==> config.mk <==
export PLATFORM = sky130hd
export DESIGN_NAME = inst_fetch_flat
export DESIGN_NICKNAME = d
export VERILOG_FILES = /design/src/rtl/inst_fetch_if.sv /design/src/rtl/inst_fetch.sv /design/src/flat_wrapper.sv
export SDC_FILE = /design/constraint.sdc
export NUM_CORES = 1
export LEC_CHECK = 0
export BUFFER_PORTS_ARGS = -buffer_cell sky130_fd_sc_hd__buf_2
export CAP_MARGIN = 25
export CORE_MARGIN = 2
export CORE_UTILIZATION = 43
export DETAILED_ROUTE_END_ITERATION = 12
export GPL_TIMING_DRIVEN = 0
export PLACE_DENSITY = 0.89
export SLEW_MARGIN = 20
export SYNTH_ARGS = -nofsm -noshare
export SYNTH_HDL_FRONTEND = slang
export SYNTH_SLANG_ARGS = --single-unit
==> constraint.sdc <==
create_clock -name clk -period 2.7 [get_ports clk]
set_input_delay 0.135 -clock clk [delete_from_list [all_inputs] [get_ports clk]]
set_output_delay 0.135 -clock clk [all_outputs]
set_load 0.05 [all_outputs]
==> src/rtl/inst_fetch_if.sv <==
// Instruction-memory AXI4-Lite read channel (AR + R only) between the fetch
// stage and the instruction memory.
//
// Handshake rule for both channels: a beat transfers on the rising clock
// edge where valid and ready are both 1. The source holds valid and its
// payload (araddr/arprot, or rdata/rresp) stable from the moment valid rises
// until that edge, and it never drops valid before the transfer. The sink may
// raise or lower ready freely.
interface inst_fetch_if;
    logic        mem_arvalid;
    logic [31:0] mem_araddr;
    logic [2:0]  mem_arprot;
    logic        mem_arready;
    logic        mem_rvalid;
    logic [31:0] mem_rdata;
    logic [1:0]  mem_rresp;
    logic        mem_rready;

    modport master (
        output mem_arvalid, mem_araddr, mem_arprot, mem_rready,
        input  mem_arready, mem_rvalid, mem_rdata, mem_rresp
    );

    modport slave (
        input  mem_arvalid, mem_araddr, mem_arprot, mem_rready,
        output mem_arready, mem_rvalid, mem_rdata, mem_rresp
    );
endinterface

==> src/rtl/inst_fetch.sv <==
// Instruction fetch stage: one AXI4-Lite read per instruction at the current
// pc. The returned word is held with inst_valid until enable_pc retires it.
// A misaligned pc or an error response substitutes NOP_INST and raises
// fetch_err. Every output is registered.
// Optional feature: define INST_FETCH_STALL_CNT_EN to build the memory-wait
// cycle counter on stall_cnt; otherwise stall_cnt is tied to zero.
// fsm_state exposes the FSM state (0 LAUNCH, 1 ADDR, 2 DATA, 3 HOLD).
module inst_fetch #(
    parameter logic [31:0] NOP_INST = 32'h00000013
) (
    input  logic                clk,
    input  logic                rst,
    input  logic [31:0]         pc,
    input  logic                enable_pc,
    inst_fetch_if.master        mem,
    output logic [31:0]         inst,
    output logic                inst_valid,
    output logic                fetch_err,
    output logic [31:0]         stall_cnt,
    output logic [1:0]          fsm_state
);

    typedef enum logic [1:0] {
        LAUNCH = 2'd0,
        ADDR   = 2'd1,
        DATA   = 2'd2,
        HOLD   = 2'd3
    } state_t;

    state_t      state_q, state_n;
    logic        arvalid_q, arvalid_n;
    logic [31:0] araddr_q, araddr_n;
    logic        rready_q, rready_n;
    logic [31:0] inst_q, inst_n;
    logic        inst_valid_q, inst_valid_n;
    logic        fetch_err_q, fetch_err_n;

    // Next state plus next value of every registered output; each output
    // therefore changes exactly on the edge where the state does.
    always_comb begin
        state_n      = state_q;
        arvalid_n    = arvalid_q;
        araddr_n     = araddr_q;
        rready_n     = rready_q;
        inst_n       = inst_q;
        inst_valid_n = inst_valid_q;
        fetch_err_n  = fetch_err_q;
        case (state_q)
            LAUNCH: begin
                // pc already reflects the retire edge that brought us here.
                araddr_n = pc;
                if (pc[1:0] != 2'b00) begin
                    // Misaligned: never touch the bus, hand out a NOP.
                    state_n      = HOLD;
                    inst_n       = NOP_INST;
                    fetch_err_n  = 1'b1;
                    inst_valid_n = 1'b1;
                end else begin
                    state_n   = ADDR;
                    arvalid_n = 1'b1;
                end
            end
            ADDR: begin
                if (mem.mem_arready) begin
                    state_n   = DATA;
                    arvalid_n = 1'b0;
                    rready_n  = 1'b1;
                end
            end
            DATA: begin
                if (mem.mem_rvalid) begin
                    state_n      = HOLD;
                    rready_n     = 1'b0;
                    inst_valid_n = 1'b1;
                    if (mem.mem_rresp == 2'b00) begin
                        inst_n      = mem.mem_rdata;
                        fetch_err_n = 1'b0;
                    end else begin
                        inst_n      = NOP_INST;
                        fetch_err_n = 1'b1;
                    end
                end
            end
            HOLD: begin
                // inst/fetch_err stay frozen; only retirement leaves HOLD.
                if (enable_pc) begin
                    state_n      = LAUNCH;
                    inst_valid_n = 1'b0;
                end
            end
            default: begin
                state_n = LAUNCH;
            end
        endcase
    end

    // State and output registers with synchronous reset.
    always_ff @(posedge clk) begin
        if (rst) begin
            state_q      <= LAUNCH;
            arvalid_q    <= 1'b0;
            araddr_q     <= 32'h0;
            rready_q     <= 1'b0;
            inst_q       <= 32'h0;
            inst_valid_q <= 1'b0;
            fetch_err_q  <= 1'b0;
        end else begin
            state_q      <= state_n;
            arvalid_q    <= arvalid_n;
            araddr_q     <= araddr_n;
            rready_q     <= rready_n;
            inst_q       <= inst_n;
            inst_valid_q <= inst_valid_n;
            fetch_err_q  <= fetch_err_n;
        end
    end

`ifdef INST_FETCH_STALL_CNT_EN
    logic [31:0] stall_q;

    // Count every cycle the memory makes us wait; wraps naturally.
    always_ff @(posedge clk) begin
        if (rst) begin
            stall_q <= 32'h0;
        end else if ((state_q == ADDR && !mem.mem_arready) ||
                     (state_q == DATA && !mem.mem_rvalid)) begin
            stall_q <= stall_q + 32'd1;
        end
    end

    assign stall_cnt = stall_q;
`else
    assign stall_cnt = 32'h0;
`endif

    assign mem.mem_arvalid = arvalid_q;
    assign mem.mem_araddr  = araddr_q;
    assign mem.mem_arprot  = 3'b100;
    assign mem.mem_rready  = rready_q;
    assign inst            = inst_q;
    assign inst_valid      = inst_valid_q;
    assign fetch_err       = fetch_err_q;
    assign fsm_state       = state_q;

endmodule

==> src/flat_wrapper.sv <==
// flat-port wrapper written by rule: the top's interface ports become plain ports
module inst_fetch_flat 
#(
    parameter logic [31:0] NOP_INST = 32'h00000013
)
  (clk, rst, pc, enable_pc, inst, inst_valid, fetch_err, stall_cnt, fsm_state, mem_mem_arvalid, mem_mem_araddr, mem_mem_arprot, mem_mem_rready, mem_mem_arready, mem_mem_rvalid, mem_mem_rdata, mem_mem_rresp);
  inst_fetch_if mem_i ();
  input  logic clk;
  input  logic rst;
  input  logic [31:0] pc;
  input  logic enable_pc;
  output logic [31:0] inst;
  output logic inst_valid;
  output logic fetch_err;
  output logic [31:0] stall_cnt;
  output logic [1:0] fsm_state;
  output wire logic [$bits(mem_i.mem_arvalid)-1:0] mem_mem_arvalid;
  output wire logic [$bits(mem_i.mem_araddr)-1:0] mem_mem_araddr;
  output wire logic [$bits(mem_i.mem_arprot)-1:0] mem_mem_arprot;
  output wire logic [$bits(mem_i.mem_rready)-1:0] mem_mem_rready;
  input wire logic [$bits(mem_i.mem_arready)-1:0] mem_mem_arready;
  input wire logic [$bits(mem_i.mem_rvalid)-1:0] mem_mem_rvalid;
  input wire logic [$bits(mem_i.mem_rdata)-1:0] mem_mem_rdata;
  input wire logic [$bits(mem_i.mem_rresp)-1:0] mem_mem_rresp;
  assign mem_mem_arvalid = mem_i.mem_arvalid;
  assign mem_mem_araddr = mem_i.mem_araddr;
  assign mem_mem_arprot = mem_i.mem_arprot;
  assign mem_mem_rready = mem_i.mem_rready;
  assign mem_i.mem_arready = mem_mem_arready;
  assign mem_i.mem_rvalid = mem_mem_rvalid;
  assign mem_i.mem_rdata = mem_mem_rdata;
  assign mem_i.mem_rresp = mem_mem_rresp;
  inst_fetch #(.NOP_INST(NOP_INST)) u_core (.clk(clk), .rst(rst), .pc(pc), .enable_pc(enable_pc), .mem(mem_i), .inst(inst), .inst_valid(inst_valid), .fetch_err(fetch_err), .stall_cnt(stall_cnt), .fsm_state(fsm_state));
endmodule
==> key figures, run 1 <==
Status
  – Outcome: finished, final reports clean

Worst setup path
  – Reg-to-Reg Start: u_core.fsm_state[0]
  – CP Max Fanout: 10
  – Crit. Startpoint: u_core.fsm_state[0]
  – Startpoint types: flop
  – Reg-to-reg slack, setup: 560 ps
  – CP peak stage delay: 450 ps
  – Worst setup EP type: flop
  – CP max-delay cell: dfxtp_1
  – WP data arrival: 2340 ps
  – R2R depth: 9
  – Crit path cell chain: inv_1 -> ha_1 -> buf_6 -> nor3b_2 -> or3_1 -> buf_2 -> buf_6 -> nor3_2 -> nor3_1
  – Critical path class: flop to flop
  – CP Data Required Time: 2900 ps
  – RR Endpoint: u_core.inst[4]
  – CP dominant cell by count: buf_6

STA
  – Final Slew Violations: 0
  – Skew final: 9.32 ps
  – Fin. Hold Viols: 0
  – RSZ-0062 raised after global routing: no
  – Min cycle time layout: roughly 2100 ps
  – Final setup violation count: 0
  – Setup TNS: 0 ps
  – F_max: around 470 MHz
  – Hold Slack: about 26 ps
  – Final worst path period share: 79.3%

Drt
  – Number of remaining DRC errors: 0
  – Post-DR vias/cell: 4.71
  – Router iterations before antenna repair: 4
  – Routed WL: between 7000 and 8000 um
  – Drt initial violations: 84
  – Post-DR wirelength/cell: 12.5 um
  – Via count: between 2000 and 3000
  – Number of nets with antenna violations after routing: 0

Die
  – Number of cell rows: 30
  – Die ar.: ~7500 um^2
  – Die width: 86.8 um
  – Die Y: 86.8 um
  – Initial core utilization: 43.9%
  – Ports: between 150 and 200
  – Core ar.: 6720 um^2

Cells and area
  – Util after Layout: 60.3%
  – Layout fillers: 580
  – Area taken by multi-input logic gates: approximately 1300 um^2
  – Register Area: around 1400 um^2
  – Ratio of cells with drive above 1 in the final layout: between 30% and 40%
  – Diode count: 0
  – Layout area overhead: 37.4%
  – Nets: 592

GRT
  – Antenna violations before repair: 0
  – First-pass GRT wire length: 11700 um
  – GRT Total Usage: between 10% and 20%
  – Vias in the first global route: 2668
  – Aggregate global routing overflow: 0
  – Largest net degree at the start of global routing: 14

Clocking
  – H-tree levels: 3
  – TritonCTS clock tree: done
  – Clock transition at the registers of the reported paths: about 80 ps
  – CTS Hold Bufs: 0
  – CTS Sinks: 70
  – Cts bufs inserted: 9
  – Post-cts sizing count: 0
  – Clock Path Buffers: 2
  – Clk Latency, worst-skew pair: 340 ps
  – Postcts setup bufs: 0
  – CTS Root Cell: clkbuf_8

Synth
  – YS warnings: 0
  – Post-Syn Area: 2950 um^2
  – Syn_area_per_cell: 8.88 um^2
  – Seq cells post-synth: 70
  – Yosys cell types: 25
  – Mapped Cells: 332
  – Sequential area share after synthesis: 47.5%

Power
  – P_leak: ~2.1 nW
  – PwrDens: between 1000 and 1500 nW/um^2
  – Worst vdd ir: ~0.69 mV

Placed design
  – Final RePlAce weighted congestion: 0.810
  – Final HPWL DP: 5950 um
  – PortBufs: 139

Worst hold path
  – WHS Endpoint: u_core.mem.mem_araddr[25]
  – Worst hold path startpoint: pc[25]
  – Worst Hold Depth: 3
  – Hold Crit Class: input pin to flop

Flow run
  – Max cap viols: 0
-- critical path: cells and delay by family (launching register included) --
kind,cells,cell delay [ps]
and+or+nand+nor,4,760
DFF,1,450
adders and majority gates,1,220
buffers and inverters,4,580
-- cell type report --
type	count	area share [%]
repair buffers	139	17.2
flip-flops and latches	70	34.6
inverters	3	0.278
multi-input cells	235	31.8
clock inverters	6	1.11
clock buffers	10	3.40
well taps	80	2.47
plain buffers	57	9.17
-- synth_stat cells, drive strengths merged --
| master | n | area [um^2] |
|---|---|---|
| nor3 | 9 | 61.3 |
| nor2b | 3 | 18.8 |
| nand3 | 29 | 145 |
| buf | 46 | 330 |
| a22oi | 1 | 7.51 |
| conb | 2 | 7.51 |
| ha | 6 | 75.1 |
| nor2 | 46 | 173 |
| clkbuf | 11 | 41.3 |
| o31ai | 1 | 7.51 |
| dfxtp | 70 | 1400 |
| nor4 | 2 | 12.5 |
| inv | 3 | 11.3 |
| o21ai | 2 | 10.0 |
| nor3b | 1 | 12.5 |
| mux2i | 33 | 330 |
| or3 | 1 | 6.26 |
| a211oi | 2 | 15.0 |
| and2 | 1 | 6.26 |
| a21oi | 32 | 160 |
| nand2 | 31 | 116 |
-- sequential cells by signal, indices dropped and copies added (netlist names) --
name	count
u_core.fetch_err	1
u_core.fsm_state	2
u_core.inst	32
u_core.inst_valid	1
u_core.mem.mem_araddr	32
u_core.mem.mem_arvalid	1
u_core.mem.mem_rready	1
-- routing by layer --
metal	routed length, um	GRT usage [%]
met3	644	6.76
met4	172	8.66
met5	0	0
met1	2990	21.7
met2	3690	34.4
-- power breakdown --
group / internal (mW) / switching, mW
Combinational: 0.642 / 1.59
Sequential: 1.24 / 0.127
Clock: 0.361 / 0.406
Total: 2.24 / 2.12
-- kinds of logic after synthesis --
logic type / after synthesis / share of synthesized area [%]
mux: 33 / 11.2
other cells: 2 / 0.255
fa+ha+maj: 6 / 2.55
flops: 70 / 47.5
simple gates: 123 / 18.7
buf+inv: 60 / 13.0
compound gates: 38 / 6.79
-- layout by cell type (no fill, tap or decap) --
cell and count:
a211oi_1 2, nor2_1 46, nor3b_2 1, nor3_2 1, nor2b_1 3, inv_1 3
ha_1 6, dfxtp_1 70, a22oi_1 1, nand2_1 31, clkinvlp_4 3, nor4_1 2
clkbuf_8 10, clkinv_4 1, and2_1 1, buf_6 2, buf_2 148, nor3_1 7
a21oi_1 32, inv_6 1, clkinv_2 1, or3_1 1, o21ai_0 2, buf_4 35
nand3_1 29, mux2i_1 33, conb_1 35, nor3_4 1, clkbuf_1 11, o31ai_1 1
-- stage by stage --
step | setup slack [ps] | power [mW] | instances | area, um^2
after floorplan | 381 | 3.13 | 365 | 3070
after global placement | 625 | 3.57 | 584 | 3870
after detailed placement | 604 | 3.62 | 584 | 3870
after CTS | 572 | 4.39 | 600 | 4050
after global routing | 446 | 4.61 | 600 | 4050
final | 559 | 4.36 | 600 | 4050
-- worst max path at each step --
| stage | end | slack (ps) | cells past startpoint |
|---|---|---|---|
| after floorplan | u_core.inst[4] | 380 | 9 |
| after global placement | u_core.inst[4] | 620 | 9 |
| after detailed placement | u_core.inst[4] | 600 | 9 |
| after CTS | u_core.inst[4] | 570 | 9 |
| after global routing | u_core.inst[4] | 450 | 9 |
| final | u_core.inst[4] | 560 | 9 |
Power figures use the tool's default switching activity.
==> inputs of run 2 (changes only) <==
==> constraint.sdc (replaced) <==
create_clock -name clk -period 2.15 [get_ports clk]
set_input_delay 0.1075 -clock clk [delete_from_list [all_inputs] [get_ports clk]]
set_output_delay 0.1075 -clock clk [all_outputs]
set_load 0.05 [all_outputs]
==> run 2 against run 1 <==
  * Non-clock buffer count is 9 higher
  * Critical path depth unchanged
  * Fmax grew 5.6%
  * Clock power rose by 36%
  * Core utilization increased by 1.6 points
  * Clock-buffer cell count fell by 1
  * Critical path type unchanged
  * Largest cell class unchanged
  * Register-to-register slack got worse by 440 ps
  * Sequential share of layout area decreased by 0.83 points
  * Worst setup slack got worse by 440 ps
  * Clock skew fell by 2.7 ps
==> key figures, run 2 (synthesis gave the netlist of run 1 again) <==
Power
  – Total Power: 5.57 mW
  – PwrDens: 1340 nW/um^2
  – Worst vdd ir: just over 0.8 mV
  – Sw Ratio: 47.5%
  – P_leak: 2.16 nW
  – Int Power: slightly below 3 mW
  – Sw Pwr: about 2.6 mW
  – Combinational Power Share: about half
  – Clock power share: 18.7%
  – Seq pwr share: 30.8%

Worst hold path
  – Worst hold path startpoint: pc[27]
  – Hold Crit Class: input pin to flop
  – Worst Hold Depth: 3
  – WHS Endpoint: u_core.mem.mem_araddr[27]

Drt
  – Number of remaining DRC errors: 0
  – Post-DR wirelength/cell: 12.2 um
  – Router iterations before antenna repair: 4
  – Via count: ~2800
  – Post-DR vias/cell: 4.66
  – Number of nets with antenna violations after routing: 0
  – Drt initial violations: 49
  – Routed WL: 7450 um

Worst setup path
  – CP peak stage delay: 390 ps
  – Reg-to-Reg Start: u_core.fsm_state[0]
  – WP data arrival: approximately 2200 ps
  – Worst setup EP type: flop
  – CP Data Required Time: 2340 ps
  – CP delay by family, top: simple AND/OR/NAND/NOR gates
  – CP dominant cell by count: buf_6
  – Crit path cell chain: inv_1 -> ha_1 -> buf_6 -> nor3b_2 -> or3_1 -> buf_2 -> buf_6 -> nor3_2 -> nor3_1
  – R2R depth: 9
  – Reg-to-reg slack, setup: 120 ps
  – Startpoint types: flop
  – CP max-delay cell: dfxtp_2
  – Crit path buf inv count: 4
  – CP Max Fanout: 10
  – Crit. Startpoint: u_core.fsm_state[0]
  – RR Endpoint: u_core.inst[4]
  – Critical path class: flop to flop

Status
  – Outcome: finished, final reports clean

GRT
  – GRT Total Usage: 19.6%
  – First-pass GRT wire length: 11700 um
  – Vias in the first global route: 2628
  – Aggregate global routing overflow: 0
  – Antenna violations before repair: 0
  – Largest net degree at the start of global routing: 14

Die
  – Number of cell rows: 30
  – Ports: 176
  – Core ar.: roughly 6700 um^2
  – Die ar.: roughly 7500 um^2
  – Die width: 86.8 um
  – Die Y: just under 90 um
  – Initial core utilization: 43.9%

Clocking
  – Clock Path Buffers: 2
  – CTS Sinks: 70
  – Cts bufs inserted: 9
  – H-tree levels: 3
  – CTS Root Cell: clkbuf_8
  – Clock transition at the registers of the reported paths: 80 ps
  – Clk Latency, worst-skew pair: 330 ps
  – TritonCTS clock tree: done

Cells and area
  – Nets: roughly 600
  – Most frequent cells in the layout: buf_2 (148), dfxtp_1 (68), nor2_1 (46)
  – Util after Layout: slightly above 60%
  – Layout Cells excl Fill: 609
  – Leading cell type in the layout, fill and taps excluded: buf_2
  – Diode count: 0
  – Ratio of cells with drive above 1 in the final layout: between 30% and 40%
  – Layout area overhead: 41.0%

STA
  – Skew final: 6.65 ps
  – Final worst path period share: 94.3%
  – Fin. Hold Viols: 0
  – Final setup violation count: 0
  – Final Slew Violations: 0
  – Relative slew slack: between 60% and 70%
  – Worst slew pin tran: 534 ps
  – Min cycle time layout: 2030 ps
  – Setup TNS: 0 ps
  – RSZ-0062 raised after global routing: no
  – F_max: between 400 and 500 MHz

Flow run
  – Max cap viols: 0

Placed design
  – Final RePlAce weighted congestion: 0.779
  – Final HPWL DP: 5790 um
  – Post-placement cell count: 584
  – PortBufs: 139
-- run 2: power by group through the flow --
stage               Clock, mW  Sequential, mW  Combinational, mW
CTS                      1.07            1.71               2.84
finish                   1.04            1.71               2.82
global route             1.14            1.75               3.03
global placement            0            1.72               2.76
floorplan                   0            2.63               1.30
detailed placement          0            1.74               2.82
-- run 2: tightest hold or removal path: stages --
cell     delay (ps)
buf_2            70
mux2i_1          50
nor2_1           80
-- run 2: worst max-delay path by stage --
stage,slack [ps],cells after the start,to
after global routing,5,8,u_core.inst[9]
after global placement,160,9,u_core.inst[4]
after detailed placement,120,8,u_core.inst[25]
after CTS,100,8,u_core.inst[20]
after floorplan,60,9,u_core.inst[4]
final,120,9,u_core.inst[4]
-- run 2: what timing repair did --
action	CTS	global route
endpoints found under the hold margin	9	0
hold buffers	9	0
resized for setup	0	0
buffers inserted	0	0
endpoints found under the setup margin	0	6
-- run 2: stage by stage --
stage / cell area [um^2] / worst slack [ps] / hold slack, ps
2_1_floorplan: 3080 / 60.1 / 255
3_3_place_gp: 3870 / 155 / 339
3_5_place_dp: 3870 / 121 / 353
4_1_cts: 4160 / 98.5 / 0.794
5_1_grt: 4160 / 5.03 / 5.46
6_report: 4160 / 122 / 12.7
-- run 2: final cells by class --
class	count	area [um^2]
plain buffers	57	372
clock buffers	9	124
clock inverters	7	73.8
fillers	565	2560
inverters	3	11.3
multi-input cells	235	1290
flip-flops and latches	70	1400
well taps	80	100
repair buffers	148	786
-- run 2: routing by layer --
layer | wire (um) | global-route usage [%] | vias up | share of wire (%)
met5 | 0 | 0 | - | 0
met3 | 628 | 6.48 | 4 | 8.4
li1 | - | - | 1414 | -
met4 | 64 | 5.68 | 0 | 0.86
met2 | 3820 | 35.8 | 133 | 51
met1 | 2940 | 21.5 | 1285 | 39
==> inputs of run 3 (changes only) <==
--- a/config.mk
+++ b/config.mk
@@ -7,6 +7,7 @@
 export LEC_CHECK = 0
 export BUFFER_PORTS_ARGS = -buffer_cell sky130_fd_sc_hd__buf_2
 export CAP_MARGIN = 25
+export CORE_ASPECT_RATIO = 1.4
 export CORE_MARGIN = 2
 export CORE_UTILIZATION = 43
 export DETAILED_ROUTE_END_ITERATION = 12
==> run 3 against run 2 <==
  * Total power increased by 7.1%
  * Register-to-register slack better by 20 ps
  * Non-clock buffer count shrank 1
  * Largest cell class unchanged
  * Die area grew 0.12%
  * Clock power increased by 35%
  * Largest power group unchanged
  * Worst setup slack gained 19 ps
  * Critical path depth stayed put
  * Sequential share of layout area is 0.71 points lower
  * Fmax up 0.95%
  * Clock-buffer cell count increased by 1
==> key figures, run 3 (synthesis gave the netlist of run 1 again) <==
Status
  – Outcome: finished, final reports clean

STA
  – Final Slew Violations: 0
  – Final setup violation count: 0
  – RSZ-0062 raised after global routing: no
  – F_max: 498 MHz
  – Worst slew pin tran: 503 ps
  – Min cycle time layout: 2010 ps
  – Skew final: about 9.7 ps
  – Setup TNS: 0 ps
  – Fin. Hold Viols: 0
  – Relative slew slack: between 60% and 70%
  – Final worst path period share: roughly 93%

Clocking
  – TritonCTS clock tree: done
  – Postcts setup bufs: 0
  – CTS Sinks: 70
  – Clk Latency, worst-skew pair: 340 ps
  – Clock transition at the registers of the reported paths: about 80 ps
  – Clock Path Buffers: 2
  – Cts bufs inserted: 9
  – H-tree levels: 3
  – CTS Root Cell: clkbuf_8

GRT
  – Largest net degree at the start of global routing: 13
  – GRT Total Usage: 20.6%
  – First-pass GRT wire length: 12000 um
  – Aggregate global routing overflow: 0
  – Vias in the first global route: 2698
  – Antenna violations before repair: 0

Drt
  – Post-DR wirelength/cell: 12.5 um
  – Post-DR vias/cell: between 4 and 5
  – Drt initial violations: 54
  – Via count: 2880
  – Number of remaining DRC errors: 0
  – Router iterations before antenna repair: 4
  – Number of nets with antenna violations after routing: 0
  – Routed WL: about 8000 um

Worst setup path
  – CP Data Required Time: 2360 ps
  – Reg-to-Reg Start: u_core.fsm_state[0]
  – Worst setup EP type: flop
  – WP data arrival: ~2200 ps
  – CP Max Fanout: 10
  – Startpoint types: flop
  – CP max-delay cell: dfxtp_2
  – Crit path cell chain: inv_1 -> ha_1 -> buf_6 -> nor3b_4 -> or3_1 -> buf_2 -> buf_2 -> nand2_1 -> a21oi_1
  – Crit. Startpoint: u_core.fsm_state[0]
  – Critical path class: flop to flop
  – CP delay by family, top: simple AND/OR/NAND/NOR gates
  – CP peak stage delay: 390 ps
  – Crit path buf inv count: 4
  – CP dominant cell by count: buf_2

Cells and area
  – Design Area, Final: between 4000 and 5000 um^2
  – Diode count: 0
  – Ratio of cells with drive above 1 in the final layout: 39.0%
  – Layout fillers: 559
  – Layout area overhead: 44.0%
  – Leading cell type in the layout, fill and taps excluded: buf_2
  – Most frequent cells in the layout: buf_2 (146), dfxtp_1 (68), nor2_1 (46)
  – Nets: 600

Placed design
  – Final HPWL DP: 5940 um
  – Cell area after placement: 3890 um^2
  – PortBufs: 139
  – Final RePlAce weighted congestion: 0.808

Power
  – Sw Ratio: approximately 44%
  – Combinational Power Share: 47.8%
  – Sw Pwr: 2.65 mW
  – Total Power: between 5 and 6 mW
  – Clock power share: about a quarter
  – P_leak: 2.19 nW
  – PwrDens: 1400 nW/um^2
  – Int Power: 3.32 mW
  – Worst vdd ir: 0.856 mV
  – Seq pwr share: 28.7%

Worst hold path
  – Hold Crit Class: input pin to flop
  – Worst hold path startpoint: pc[22]

Die
  – Ports: approximately 180
  – Die Y: about 100 um
  – Core ar.: 6610 um^2
  – Number of cell rows: 35
  – Die width: around 74 um
  – Initial core utilization: between 40% and 50%
  – Die ar.: 7550 um^2

Flow run
  – Max cap viols: 0
-- run 3: worst paths after layout --
path                                             endpoint  slack (ps)  cells past startpoint
worst max-delay path                      u_core.inst[23]         140                      9
worst min-delay path            u_core.mem.mem_araddr[22]           9                      3
worst max register to register            u_core.inst[23]         140                      9
worst min register to register            u_core.inst[15]         450                      2
-- run 3: timing repair --
| action | 4_1_cts | 5_1_grt |
|---|---|---|
| hold endpoints to repair | 8 | 0 |
| endpoints found under the setup margin | 0 | 12 |
| gates resized for setup | 0 | 3 |
| hold buffers | 8 | 0 |
-- run 3: per-stage QoR --
stage / util [%] / worst slack [ps] / cells / hold WS [ps]
final: 64.2 / 141 / 620 / 8.94
after global routing: 64.2 / 15.3 / 620 / 4.94
after CTS: 64.1 / 95.3 / 620 / 0.927
after detailed placement: 58.8 / 120 / 596 / 352
after global placement: 58.8 / 181 / 596 / 340
after floorplan: - / 60.1 / 365 / 255
-- run 3: worst reg2reg max path: stages, from the launching register on --
cell and delay [ps]:
dfxtp_2 390, inv_1 90, ha_1 220, buf_6 140, nor3b_4 160, or3_1 360, buf_2 170, buf_2 200
nand2_1 90, a21oi_1 60
-- run 3: layout make-up --
cell class	instances	area, um^2	area share (%)
inverter	3	11.3	0.265
clock buffer	10	138	3.24
timing repair buffer	147	776	18.3
multi-input combinational	235	1290	30.5
clock inverter	6	133	3.12
buffer	57	377	8.87
sequential	70	1400	33.0
tap	92	115	2.71
-- run 3: per-layer routing --
layer	global-route usage [%]	vias to the layer above	share of wire, %
met5	0	-	0
met4	9.79	0	2.0
met3	6.11	13	9.6
met2	37.8	162	51
met1	20.9	1294	37
li1	-	1411	-
-- run 3: power by group through the flow --
stage / combinational [mW] / sequential, mW / clock (mW)
after detailed placement: 2.81 / 1.73 / 0
after CTS: 2.83 / 1.71 / 1.43
after floorplan: 1.30 / 2.63 / 0
after global placement: 2.76 / 1.72 / 0
after global routing: 3.05 / 1.75 / 1.47
final: 2.85 / 1.71 / 1.40
